==> src/rtl/divider_feeder.sv <==
// Request FIFO and launch/capture sequencer that feeds one shared iterative
// divider, returning tagged results in request order over a valid/ready port.
module divider_feeder #(
    parameter int BIT_WIDTH  = 8,
    parameter int TAG_WIDTH  = 4,
    parameter int FIFO_DEPTH = 4
) (
    input  logic                 clock,
    input  logic                 n_rst,
    input  logic                 in_valid,
    output logic                 in_ready,
    input  logic [BIT_WIDTH-1:0] in_a,
    input  logic [BIT_WIDTH-1:0] in_b,
    input  logic [TAG_WIDTH-1:0] in_tag,
    output logic                 div_en,
    output logic [BIT_WIDTH-1:0] div_a,
    output logic [BIT_WIDTH-1:0] div_b,
    input  logic                 div_flag,
    input  logic [BIT_WIDTH:0]   div_q,
    input  logic [BIT_WIDTH-1:0] div_r,
    output logic                 out_valid,
    input  logic                 out_ready,
    output logic [BIT_WIDTH:0]   out_q,
    output logic [BIT_WIDTH-1:0] out_r,
    output logic [TAG_WIDTH-1:0] out_tag,
    output logic                 out_dz,
    output logic                 busy,
    output logic [1:0]           fsm_state
);
    // Both ports use valid/ready: a transfer happens on a rising edge where
    // valid and ready are both 1; valid, once raised, holds its payload until then.

    localparam int PTR_W   = $clog2(FIFO_DEPTH);
    localparam int CNT_W   = PTR_W + 1;
    localparam int ENTRY_W = 2 * BIT_WIDTH + TAG_WIDTH;

    typedef enum logic [1:0] {
        IDLE   = 2'd0,
        LAUNCH = 2'd1,
        WAIT   = 2'd2,
        HOLD   = 2'd3
    } state_t;

    state_t               state;
    logic [ENTRY_W-1:0]   mem [FIFO_DEPTH];
    logic [PTR_W-1:0]     wr_ptr;
    logic [PTR_W-1:0]     rd_ptr;
    logic [CNT_W-1:0]     count;
    logic                 fifo_nonempty;
    logic                 push;
    logic                 pop;
    logic [BIT_WIDTH-1:0] head_a;
    logic [BIT_WIDTH-1:0] head_b;
    logic [TAG_WIDTH-1:0] head_tag;
    logic [TAG_WIDTH-1:0] tag_r;
    logic                 dz_r;

    assign fsm_state     = state;
    assign fifo_nonempty = (count != '0);
    // in_ready looks only at the registered count, so a full FIFO never
    // accepts even when the head is being popped on the same edge.
    assign in_ready      = n_rst && (count < CNT_W'(FIFO_DEPTH));
    assign push          = in_valid && in_ready;
    assign pop           = fifo_nonempty &&
                           ((state == IDLE) || ((state == HOLD) && out_ready));
    assign busy          = n_rst && (fifo_nonempty || (state != IDLE));
    assign {head_a, head_b, head_tag} = mem[rd_ptr];

    always_ff @(posedge clock) begin
        if (push) begin
            mem[wr_ptr] <= {in_a, in_b, in_tag};
        end
    end

    always_ff @(posedge clock) begin
        if (!n_rst) begin
            wr_ptr <= '0;
            rd_ptr <= '0;
            count  <= '0;
        end else begin
            if (push) begin
                wr_ptr <= wr_ptr + 1'b1;
            end
            if (pop) begin
                rd_ptr <= rd_ptr + 1'b1;
            end
            case ({push, pop})
                2'b10:   count <= count + 1'b1;
                2'b01:   count <= count - 1'b1;
                default: count <= count;
            endcase
        end
    end

    always_ff @(posedge clock) begin
        if (!n_rst) begin
            state     <= IDLE;
            div_en    <= 1'b0;
            div_a     <= '0;
            div_b     <= '0;
            tag_r     <= '0;
            dz_r      <= 1'b0;
            out_valid <= 1'b0;
            out_q     <= '0;
            out_r     <= '0;
            out_tag   <= '0;
            out_dz    <= 1'b0;
        end else begin
            // A pop always loads the head and starts a division next cycle.
            if (pop) begin
                div_a  <= head_a;
                div_b  <= head_b;
                tag_r  <= head_tag;
                dz_r   <= (head_b == '0);
                div_en <= 1'b1;
                state  <= LAUNCH;
            end
            case (state)
                IDLE: ;
                LAUNCH: begin
                    div_en <= 1'b0;
                    state  <= WAIT;
                end
                WAIT: begin
                    // The divider clears its flag when it samples div_en, so any
                    // flag seen here belongs to the current operation.
                    if (div_flag) begin
                        out_q     <= div_q;
                        out_r     <= div_r;
                        out_tag   <= tag_r;
                        out_dz    <= dz_r;
                        out_valid <= 1'b1;
                        state     <= HOLD;
                    end
                end
                HOLD: begin
                    if (out_ready) begin
                        out_valid <= 1'b0;
                        if (!fifo_nonempty) begin
                            state <= IDLE;
                        end
                    end
                end
                default: state <= IDLE;
            endcase
        end
    end

endmodule

==> config.mk <==
export PLATFORM = sky130hd
export DESIGN_NAME = divider_feeder
export DESIGN_NICKNAME = d
export VERILOG_FILES = /design/src/rtl/divider_feeder.sv
export SDC_FILE = /design/constraint.sdc
export NUM_CORES = 1
export LEC_CHECK = 0
export ABC_AREA = 0
export CORE_AREA = 3 3 148 150
export CTS_CLUSTER_SIZE = 24
export DETAILED_ROUTE_END_ITERATION = 8
export DIE_AREA = 0 0 151 153
export PLACE_DENSITY = 0.5
export SLEW_MARGIN = 20
export SYNTH_ARGS = -nofsm -noshare
export SYNTH_HDL_FRONTEND = slang
export SYNTH_SLANG_ARGS = --single-unit
==> constraint.sdc <==
create_clock -name clock -period 2.6 [get_ports clock]
set_input_delay 0.26 -clock clock [delete_from_list [all_inputs] [get_ports clock]]
set_output_delay 0.26 -clock clock [all_outputs]
set_load 0.02 [all_outputs]
==> flow_summary.ini <==
[timing]
fin_crit_ns = 2.17
fmax_mhz = 461
finalMaxSlewViolations = 0
slew_headroom_pct = 42.2
rsz0062_at_grt = no
tightest_slew_ns = 0.865
hold_viol = 0
tns_ns = 0
setup_violations = 0
fin_crit_sh_pct = 83.5
finClkSkew_ns = 0.00647

[worst_setup_path]
crit_start = fsm_state[1]
required_ns = 2.93
cp_max_fo = 10
reg2reg_slack_ns = 0.43
reg2reg_to = count[2]
endpoint_kind = register
cp-endpoint = count[2]
cp.arrival_ns = 2.50
r2r_start = fsm_state[1]
start_kind = register
reg2reg_depth = 9
criticalPathCategory = register to register

[route]
drtIter0Drc = 138
wl_per_cell_um = 15.0
ant_nets = 0
drt_first_pass_iters = 4
drcViolationCount = 0
vias = 3096
viasPerCell = 4.13
wl_um = 11200

[floorplanning]
rows = 53
io_pins = 86
core_region_area_mm2 = 0.0208
initial_utilization_pct = 24.7
fp.dieW_um = 151
dieArea_mm2 = 0.0231
die_h_um = 153

[layout]
fillers = 2063
mostFrequentLayoutCells = 90 x nand2_1, 84 x clkdlybuf4s50_1, 80 x edfxtp_1
layout_commonest_cell = nand2_1
diodes = 0
syn_to_final_growth_pct = 34.3
drive_gt1_share_pct = 12.0
regArea_mm2 = 0.00352
multi_input_area_mm2 = 0.00151
nets = 509

[grt]
grtUsageMet2_pct = 16.9
antenna_found_initial = 0
gr-usage-met3_pct = 3.56
met1_usage_pct = 12.1
grt_use_total_pct = 10.1
grt_pass1_vias = 3233
gr-total-overflow = 0
grt_first_pass_wirelength_um = 17600
grt_max_degree = 58
top_usage_layer = met2

[synthesis]
synth-seq-cells = 136
syn_area_mm2 = 0.00515
synth_nets = 413
async_flop_share_pct = 0
synth_cell_types = 35
synthCells = 365
ys_seq_area_share_pct = 68.4
yosysWarnings = 0
synth_ff_type = edfxtp_1
synth_edf_count = 80
syn_area_per_cell_um2 = 14.1

[pwr]
switching_power_mw = 1.95
power_mw = 6.76
clock_power_share_pct = 34.8
internal_power_mw = 4.81
p_leak_nw = 2.30
comb_power_share_pct = 24.8
p_seq_share_pct = 40.4
peakVddDrop_mv = 0.349
power_density_mw_per_mm2 = 976
netSwitchingFraction_pct = 28.8

[clock_network]
htreeDepth = 4
ctsHoldBuffers = 0
path_clk_slew_ns = 0.06
clock_latency_ns = 0.41
cts_tree = yes
numCtsBuffers = 17
postCtsSetupRepairBufs = 0
clock_path_buffers = 2
cts_sinks = 136
ctsResizeCount = 0
clock-root-buffer = clkbuf_16

[outcome]
status = completed

[place]
gp_congestion = 0.697
dp_hpwl_um = 7140
io_buffers = 85

[hold_path]
hold_class = input pin to register

[flow_run]
max_cap_violations = 0
[worst min-delay path by stage]
stage | from | to | slack [ns] | cells after the start
floorplan | in_tag[0] | mem[0][0] | 0.36 | 0
global placement | tag_r[2] | out_tag[2] | 0.45 | 2
detailed placement | tag_r[3] | tag_r[3] | 0.45 | 2
CTS | div_r[2] | out_r[2] | 0.40 | 3
global route | div_q[8] | out_q[8] | 0.42 | 3
finish | div_r[4] | out_r[4] | 0.42 | 3
[stage by stage]
step	utilization (%)	hold slack [ns]	cells	setup slack, ns	cell area, µm²
after global routing	33.2	0.424	749	0.299	6920
after detailed placement	30.4	0.449	717	0.162	6330
final	33.2	0.423	749	0.429	6920
after CTS	33.2	0.405	749	0.419	6920
after global placement	30.4	0.448	717	0.237	6330
after floorplan	-	0.359	365	0.169	5150
[state kept, by name, indices dropped and copies added (netlist names), 2 cells and up, named ones only]
register / cells
mem: 80
out_q: 9
div_a: 8
div_b: 8
out_r: 8
out_tag: 4
tag_r: 4
count: 3
fsm_state: 2
rd_ptr: 2
wr_ptr: 2
[cell type report]
cell class	count	share of cell area, %
inverters	8	0.434
flip-flops and latches	136	50.9
well taps	275	4.97
multi-input cells	202	21.8
clock buffers	18	6.20
repair buffers	96	13.4
clock inverters	14	2.26
[synth_stat cells (2+ instances only)]
cell type | instances | area, µm²
a21boi_0 | 37 | 278
nor2_1 | 3 | 11.3
nand3_1 | 2 | 10.0
inv_1 | 7 | 26.3
xnor2_1 | 3 | 26.3
and3_1 | 6 | 37.5
a21boi_1 | 8 | 60.1
ha_1 | 5 | 62.6
and2_1 | 7 | 43.8
nor3b_1 | 2 | 15.0
dfxtp_1 | 56 | 1120
o21ai_0 | 5 | 25.0
nor3_1 | 2 | 10.0
buf_2 | 6 | 30.0
mux4_2 | 12 | 270
edfxtp_1 | 80 | 2400
nand2_1 | 90 | 338
clkbuf_1 | 10 | 37.5
mux4_1 | 8 | 210
[power groups by stage]
stage	Clock (mW)	Sequential [mW]	Combinational, mW
2_1_floorplan	0	2.91	0.863
3_3_place_gp	0	2.77	1.69
3_5_place_dp	0	2.78	1.72
4_1_cts	2.42	2.74	1.73
5_1_grt	2.52	2.76	1.85
6_report	2.35	2.73	1.67
[critical path, cell delays in order, from the launching register on]
cell	delay [ns]
dfxtp_1	0.47
and3_1	0.25
o21bai_2	0.08
inv_2	0.06
ha_1	0.17
inv_1	0.06
fa_1	0.38
xor2_1	0.17
or3_1	0.30
a21boi_0	0.15
[logic make-up (layout without fill, tap and decap cells)]
family                     count (synthesis)  count (layout)  share of synthesized area, %
adders and majority gates                  6               6                          1.60
AOI/OAI and AO/OA                         56              56                          7.99
and+or+nand+nor                          116             116                          9.69
xor gates and xnor gates                   4               4                         0.680
buffers and inverters                     27             136                          2.33
muxes                                     20              20                          9.32
DFF                                      136             136                          68.4
[per-layer routing]
layer  up-vias  wire (µm)
met3         7        585
li1       1520          -
met2        74       5540
met4         0         91
met1      1495       5000
met5         -          0
Power figures use the tool's default switching activity.
